==> src/rtl/stream_arbiter_qos_rr.sv <==
// Packet-granular N-to-1 stream arbiter: QoS priority, round-robin tie-break,
// starvation aging, one registered output stage with full back-pressure.
module stream_arbiter_qos_rr_wait #(
   parameter int MAX_WAIT = 7,
   parameter int WAIT_W   = 3
) (
   input  logic clk_i,
   input  logic rst_i,
   input  logic arb_i,
   input  logic valid_i,
   input  logic win_i,
   output logic urgent_o
);
   logic [WAIT_W-1:0] cnt;

   always_ff @(posedge clk_i) begin
      if (rst_i) cnt <= '0;
      else if (arb_i) begin
         if (win_i || !valid_i) cnt <= '0;
         else if (cnt < WAIT_W'(MAX_WAIT)) cnt <= cnt + WAIT_W'(1);
      end
   end

   assign urgent_o = (MAX_WAIT != 0) && (cnt >= WAIT_W'(MAX_WAIT));
endmodule

module stream_arbiter_qos_rr #(
   parameter int T_DATA_WIDTH = 8,
   parameter int T_QOS__WIDTH = 4,
   parameter int STREAM_COUNT = 4,
   parameter int MAX_WAIT     = 7,
   parameter int T_ID___WIDTH = $clog2(STREAM_COUNT)
) (
   input  logic                                      clk_i,
   input  logic                                      rst_i,
   input  logic [STREAM_COUNT-1:0][T_DATA_WIDTH-1:0] s_data_i,
   input  logic [STREAM_COUNT-1:0][T_QOS__WIDTH-1:0] s_qos_i,
   input  logic [STREAM_COUNT-1:0]                   s_last_i,
   input  logic [STREAM_COUNT-1:0]                   s_valid_i,
   output logic [STREAM_COUNT-1:0]                   s_ready_o,
   output logic [T_DATA_WIDTH-1:0]                   m_data_o,
   output logic [T_QOS__WIDTH-1:0]                   m_qos_o,
   output logic [T_ID___WIDTH-1:0]                   m_id_o,
   output logic                                      m_last_o,
   output logic                                      m_valid_o,
   input  logic                                      m_ready_i
);
   localparam int WAIT_W = (MAX_WAIT > 0) ? $clog2(MAX_WAIT + 1) : 1;

   typedef enum logic {IDLE, BUSY} state_t;
   state_t state, state_nxt;

   logic [T_ID___WIDTH-1:0] grant, rr_ptr, arb_idx;
   logic [T_QOS__WIDTH-1:0] grant_qos;
   logic [STREAM_COUNT-1:0] urgent;
   logic                    arb, out_free, beat_acc, last_acc;

   assign arb      = (state == IDLE) && (|s_valid_i);
   assign out_free = ~m_valid_o | m_ready_i;
   assign beat_acc = (state == BUSY) && s_valid_i[grant] && out_free;
   assign last_acc = beat_acc && s_last_i[grant];

   // Rank key is {urgent, qos}; scanning from rr_ptr with a strict '>' keeps the first tie.
   always_comb begin
      logic [T_QOS__WIDTH:0]   best_key, key;
      logic [T_ID___WIDTH-1:0] sel;
      logic                    found;
      int                      idx;
      arb_idx  = '0;
      best_key = '0;
      key      = '0;
      sel      = '0;
      found    = 1'b0;
      idx      = 0;
      for (int i = 0; i < STREAM_COUNT; i++) begin
         idx = int'(rr_ptr) + i;
         if (idx >= STREAM_COUNT) idx = idx - STREAM_COUNT;
         sel = T_ID___WIDTH'(idx);
         key = {urgent[sel], s_qos_i[sel]};
         if (s_valid_i[sel] && (!found || key > best_key)) begin
            found    = 1'b1;
            best_key = key;
            arb_idx  = sel;
         end
      end
   end

   for (genvar k = 0; k < STREAM_COUNT; k++) begin : g_lane
      stream_arbiter_qos_rr_wait #(.MAX_WAIT(MAX_WAIT), .WAIT_W(WAIT_W)) u_wait (
         .clk_i    (clk_i),
         .rst_i    (rst_i),
         .arb_i    (arb),
         .valid_i  (s_valid_i[k]),
         .win_i    (arb_idx == T_ID___WIDTH'(k)),
         .urgent_o (urgent[k])
      );
      assign s_ready_o[k] = (state == BUSY) && (grant == T_ID___WIDTH'(k)) && out_free;
   end

   always_ff @(posedge clk_i) begin
      if (rst_i) state <= IDLE;
      else       state <= state_nxt;
   end

   always_comb begin
      state_nxt = state;
      case (state)
         IDLE:    if (|s_valid_i) state_nxt = BUSY;
         BUSY:    if (last_acc)   state_nxt = IDLE;
         default: state_nxt = IDLE;
      endcase
   end

   always_ff @(posedge clk_i) begin
      if (rst_i) begin
         grant     <= '0;
         grant_qos <= '0;
         rr_ptr    <= '0;
         m_data_o  <= '0;
         m_qos_o   <= '0;
         m_id_o    <= '0;
         m_last_o  <= 1'b0;
         m_valid_o <= 1'b0;
      end else begin
         if (arb) begin
            grant     <= arb_idx;
            grant_qos <= s_qos_i[arb_idx];
            rr_ptr    <= (arb_idx == T_ID___WIDTH'(STREAM_COUNT - 1)) ? '0
                                                                    : arb_idx + T_ID___WIDTH'(1);
         end
         // QoS is frozen at arbitration so mid-packet s_qos_i changes never reach m_qos_o.
         if (beat_acc) begin
            m_data_o  <= s_data_i[grant];
            m_last_o  <= s_last_i[grant];
            m_id_o    <= grant;
            m_qos_o   <= grant_qos;
            m_valid_o <= 1'b1;
         end else if (m_ready_i) begin
            m_valid_o <= 1'b0;
         end
      end
   end
endmodule
==> config.mk <==
export PLATFORM = sky130hd
export DESIGN_NAME = stream_arbiter_qos_rr
export DESIGN_NICKNAME = d
export VERILOG_FILES = /design/src/rtl/stream_arbiter_qos_rr.sv
export SDC_FILE = /design/constraint.sdc
export NUM_CORES = 1
export LEC_CHECK = 0
export ABC_AREA = 1
export CAP_MARGIN = 25
export CORE_UTILIZATION = 45
export CTS_BUF_LIST = sky130_fd_sc_hd__clkbuf_2
export CTS_CLUSTER_SIZE = 14
export DETAILED_ROUTE_END_ITERATION = 12
export GPL_TIMING_DRIVEN = 0
export PLACE_DENSITY = 0.75
export SLEW_MARGIN = 30
export SYNTH_ARGS = -nofsm -noshare
export SYNTH_HDL_FRONTEND = slang
export SYNTH_SLANG_ARGS = --single-unit
export TNS_END_PERCENT = 20
==> constraint.sdc <==
create_clock -name clk_i -period 12.3 [get_ports clk_i]
set_clock_uncertainty 0.1 [all_clocks]
set_input_delay 1.845 -clock clk_i [delete_from_list [all_inputs] [get_ports clk_i]]
set_output_delay 1.845 -clock clk_i [all_outputs]
set_load 0.02 [all_outputs]
Word-level counts from Yosys, hierarchy flattened:

Cells that the tools add are included.

* bits in registers: 37
* input bits: 59
* logic and storage cells: 156

* add/subtract/negate cells: 12
* $lt $le $gt $ge: 21
* eq/ne operators: 6
* muxes and demuxes: 60
* bitwise logic cells: 3
* reduce and logical (&&, ||, !) cells: 41

Operators with widths (number)
* $bmux 4 s2: 5
* $mux 3: 8
* $ge 3x3->1 const B: 7
* $bmux 1 s2: 10
* $mux 4: 5
* $lt 2x3->1 const B: 6
* $mux 2: 9
* $mux 1: 17
* $bmux 8 s2: 1
* $gt 5x5->1: 3
* $logic_and 1x1->1: 15
* $mux 5: 3
* $add 3x1->3 const B: 4
* $lt 3x3->1 const B: 4
* $reduce_bool 2->1: 5
* $eq 2x2->1 const B: 4
* $mux 8: 1
* $reduce_and 2->1: 4
* $sub 2x1->2 const B: 4
* $logic_not 1->1: 7
* $logic_or 1x1->1: 7
* $add 2x2->3 const B: 2
* $eq 2x1->1 const B: 2
* $logic_not 2->1: 2
* other kinds (7): 8

Longest topological paths before layout:

* word-level depth: 21
* depth in mapped cells: 51
* mapped depth without buffers: 48

Modules after synthesis:

Synthesis repeated with hierarchy kept, for this count alone.

* cell total of the unflattened synthesis: 580
* area, all modules: 3479.6 sq um

Modules (own cells, without submodules)
* stream_arbiter_qos_rr: times used 1, cells an instance 440, area an instance 2643.8 sq um, seq. area each 500.5 sq um
* stream_arbiter_qos_rr_wait: times used 4, cells an instance 35, area an instance 209.0 sq um, seq. area each 60.1 sq um

Worst setup path after synthesis:

OpenSTA, ideal clock, no wires.

* kind: in2reg
* from: input s_valid_i[2]
* to: register g_lane[1].u_wait.cnt[1]
* library setup time: 132 ps
* data arrival time: 6645 ps
* path slack: 5423 ps
* stages on the path: 42
* buffers on the path: 3
* path through: inv_1 > nand2_1 > nand3_1 > nand2_4 > o211ai_1 > ha_1 > nand2_1 > nor2_1 > nand2_1 > nand2_1 > nand2_1 > nand2_1 > clkbuf_1 > o21ai_0 > ha_1 > nand2_1 > nor2_1 > nand2_1 > (+6 left out) > nand2_1 > inv_1 > nor2_1 > o21ai_0 > o21ai_0 > nand2_1 > nand2_2 > nand3_4 > nand2_4 > buf_6 > inv_1 > ha_1 > nor2_1 > inv_1 > o21ai_0 > inv_1 > nand3_1 > a21oi_1

* cells in the longest elaborated chain, start to end: 19
* elaborated cells on any way between the ends: 37
* classes of those cells: order compare (3); eq/ne (1); mux (19); reduce/logical (14)

RTL lines
* start: declaration: line 39 `input logic [STREAM_COUNT-1:0] s_valid_i,`
* $bmux 1 s2: line 80 `if (s_valid_i[sel] && (!found || key > best_key)) begin`
* $mux 1 (implied by the code): line 80
* $mux 5 / $mux 1 (equally long branches): line 80
* $gt 5x5->1 / $logic_not 1->1 (equally long branches): line 80
* $logic_or 1x1->1: line 80
* $logic_and 1x1->1: line 80
* $mux 5 / $mux 1 (equally long branches): line 80
* $gt 5x5->1 / $logic_not 1->1 (equally long branches): line 80
* (+4 left out)
* $logic_or 1x1->1: line 80
* $logic_and 1x1->1: line 80
* $mux 2 (*): line 80
* via arb_idx[0]: line 53 `logic [T_ID___WIDTH-1:0] grant, rr_ptr, arb_idx;`
* $eq 2x1->1 (*): line 94 `.win_i (arb_idx == T_ID___WIDTH'(k)),`
* $logic_or 1x1->1 (*): line 19 `if (win_i || !valid_i) cnt <= '0;`
* $reduce_bool 2->1 (no line)
* $reduce_and 2->1 (no line)
* end signal: assignment: line 20 `else if (cnt < WAIT_W'(MAX_WAIT)) cnt <= cnt + WAIT_W'(1);`
* end: declaration: line 14 `logic [WAIT_W-1:0] cnt;`

Mark *: on every way through the listed nets, which the timed path passes. The rest lies on a longest branch. The select of a mux whose other input is x is not followed.
A chain may end at the register's enable or synchronous reset.

Final worst setup path:

* from: input s_valid_i[3]
* to: register g_lane[1].u_wait.cnt[1]

The elaborated chain is that of the path after synthesis.

==> flow_metrics.env <==
export IMPL_slew_viol_final=0
export IMPL_grt_max_degree=12
export IMPL_seq_area_um2=740.7
export IMPL_synth_area_mm2=0.003213
export IMPL_endpoint_kind="flop"
export IMPL_port_buffers=78
export IMPL_place_ws_ns=3.779
export IMPL_clock_root_buffer="clkbuf_2"
export IMPL_grt_setup_unrepaired="no"
export IMPL_synth_area_leaders="dfxtp_1, nand2_1, ha_1"
export IMPL_hp_class="reg -> reg"
export IMPL_synthCells=501
export IMPL_setup_viol=0
export IMPL_viasPerCell=5.183
export IMPL_yosys_register_bits=37
export IMPL_drt_pass1_iter_count=4
export IMPL_die_height_um=86.50
export IMPL_yosys_area_top_type="dfxtp_1"
export IMPL_n_antenna_cell=0
export IMPL_grt_pass1_vias=3392
export IMPL_ir_drop_v=0.0001355
export IMPL_hold_buffers=0
export IMPL_tightest_slew_ns=0.7329
export IMPL_yosysTopAreaCellShare_pct=23.05
export IMPL_cts_resized=0
export IMPL_nFillCells=661
export IMPL_cpMaxStageDelayCell="clkdlybuf4s50_1"
export IMPL_finalHoldViolCount=0
export IMPL_ys_warn_count=0
export IMPL_path_common_cell="nand2_1"
export IMPL_grt_overflow_total=0
export IMPL_dr_total_vias=3540
export IMPL_fin_hold_ws_ns=0.3812
export IMPL_drc_errors=0
export IMPL_ys_seq_area_share_pct=23.05
export IMPL_ios=79
export IMPL_startpoint_type="input pin"
export IMPL_antenna_found_initial=0
export IMPL_power_density_mw_per_mm2=312.0
export IMPL_rows=30
export IMPL_cts_tree="done"
export IMPL_grt_first_pass_wirelength_mm=14.99
export IMPL_p_int_mw=0.5633
export IMPL_switching_share_pct=56.53
export IMPL_period_needed_ns=8.167
export IMPL_place_gp_congestion=0.9283
export IMPL_net_switching_power_mw=0.7326
export IMPL_clock_latency_ns=0.39
export IMPL_fin_total_pwr_mw=1.296
export IMPL_dp_hpwl_mm=7.298
export IMPL_wire_per_inst_um=13.17
export IMPL_clock_sinks=37
export IMPL_initial_utilization_pct=47.03
export IMPL_cp_max_fo=11
export IMPL_postCtsSetupRepairBufs=0
export IMPL_htree_levels=2
export IMPL_syn_num_nets=587
export IMPL_maxCapViolCount=0
export IMPL_status="complete, no violations"
export IMPL_leakage_nw=1.990
export IMPL_die_area_mm2=0.007482
export IMPL_wl_mm=8.998
export IMPL_final_antenna_net_count=0
export IMPL_area_growth_syn_to_layout_pct=29.28
export IMPL_cts_buffers=5
export IMPL_nNetsFinal=672
export IMPL_cts_max_path_buffers=2
export IMPL_clk_pin_slew_ns=0.19
export IMPL_period_share_pct=66.40
export IMPL_core_area_mm2=0.006832
export IMPL_grt_usage_pct=25.08
export IMPL_final_cell_area_mm2=0.004154
export IMPL_dpl_instance_area_mm2=0.004114
export IMPL_ys_types=30
export IMPL_critPathRequiredTime_ns=12.46
export IMPL_p_clk_share_pct=4.4
export IMPL_slew_limit_headroom_pct=50.96
export IMPL_multi_input_area_mm2=0.002090
export IMPL_worstSetupPathType="in -> reg"
export IMPL_drt_iter0_drc=207
export IMPL_p_comb_share_pct=82.2
export IMPL_tns_ns=0
export IMPL_worst_slack_ns=4.133
export IMPL_syn_avg_cell_area_um2=6.413
export IMPL_critical_path_arrival_ns=8.32
export IMPL_fmax_ghz=0.1224
export IMPL_drive_gt1_share_pct=7.325
export IMPL_seqPwrFrac_pct=13.4
export IMPL_die_w_um=86.50
export IMPL_cp_slowest_stage_delay_ns=0.50
final cells by class:
| type | count | share of cell area (%) |
|---|---|---|
| repair buffers | 78 | 18.80 |
| multi-input cells | 377 | 50.30 |
| plain buffers | 22 | 3.343 |
| flip-flops and latches | 37 | 17.83 |
| inverters | 65 | 5.873 |
| well taps | 96 | 2.892 |
| clock buffers | 8 | 0.9639 |
worst paths after layout:
path	depth (start not counted)	startpoint	to	slack [ns]
max	43	s_valid_i[3]	g_lane[1].u_wait.cnt[1]	4.13
min	2	m_last_o	m_last_o	0.38
max reg2reg	42	rr_ptr[0]	g_lane[1].u_wait.cnt[1]	5.26
min reg2reg	2	m_last_o	m_last_o	0.38
critical path: cells and delay by family:
family                   cells  cell delay [ns]
AO/OA/AOI/OAI                7             1.16
adder cells (fa/ha/maj)      4             1.14
buffers and inverters        9             1.71
AND/OR/NAND/NOR             23             2.44
logic make-up after synthesis:
| kind of cell | synth area share [%] |
|---|---|
| compound gates | 21.96 |
| fa+ha+maj | 10.51 |
| flops | 23.05 |
| buf+inv | 11.92 |
| simple gates | 29.44 |
| mux | 3.115 |
stage by stage:
stage | cells | util, %
floorplan | 501 | -
CTS | 683 | 60.81
detailed placement | 675 | 60.22
global route | 683 | 60.81
global placement | 675 | 60.22
finish | 683 | 60.81
sequential cells by signal (all words and copies together) (netlist names):
signal	count
grant	2
m_data_o	8
g_lane.u_wait.cnt	12
rr_ptr	2
m_qos_o	4
m_valid_o	1
grant_qos	4
m_last_o	1
m_id_o	2
state	1
cell usage after synthesis:
cell	count
a21oi_1	39
a221oi_1	8
a22o_1	8
a22oi_1	2
a41oi_1	1
buf_1	3
buf_2	5
buf_4	1
buf_6	6
clkbuf_1	6
clkbuf_2	1
clkinv_1	1
dfxtp_1	37
ha_1	27
inv_1	61
inv_2	3
mux2i_1	10
nand2_1	126
nand2_2	9
nand2_4	6
nand3_1	34
nand3_2	1
nand3_4	1
nor2_1	29
nor3_1	6
o211ai_1	1
o21ai_0	64
o21ai_1	2
o221ai_1	1
or2_2	2
per-layer routing:
metal  part of all wire, %  GRT usage (%)  wire length (um)
met1                    45          31.58              4028
met2                    49          44.59              4398
met3                   4.9          4.190               444
met4                   1.4          5.909               126
met5                     0              0                 0
cells in the final DEF (no fill, tap or decap), types with 8 or more instances in the layout:
master / instances
dfxtp_1: 37
a221oi_1: 8
clkdlybuf4s50_1: 78
nand2_2: 9
nand2_1: 126
clkbuf_2: 9
nor2_1: 29
o21ai_0: 64
inv_1: 61
mux2i_1: 10
ha_1: 27
a22o_1: 8
a21oi_1: 39
nand3_1: 34
power groups by stage:
stage / Combinational (mW) / Clock [mW] / Sequential (mW)
6_report: 1.07 / 0.0572 / 0.173
3_3_place_gp: 1.03 / 0 / 0.174
4_1_cts: 1.06 / 0.0581 / 0.173
2_1_floorplan: 0.791 / 0 / 0.187
3_5_place_dp: 1.06 / 0 / 0.176
5_1_grt: 1.22 / 0.0633 / 0.178
Power figures use the tool's default switching activity.
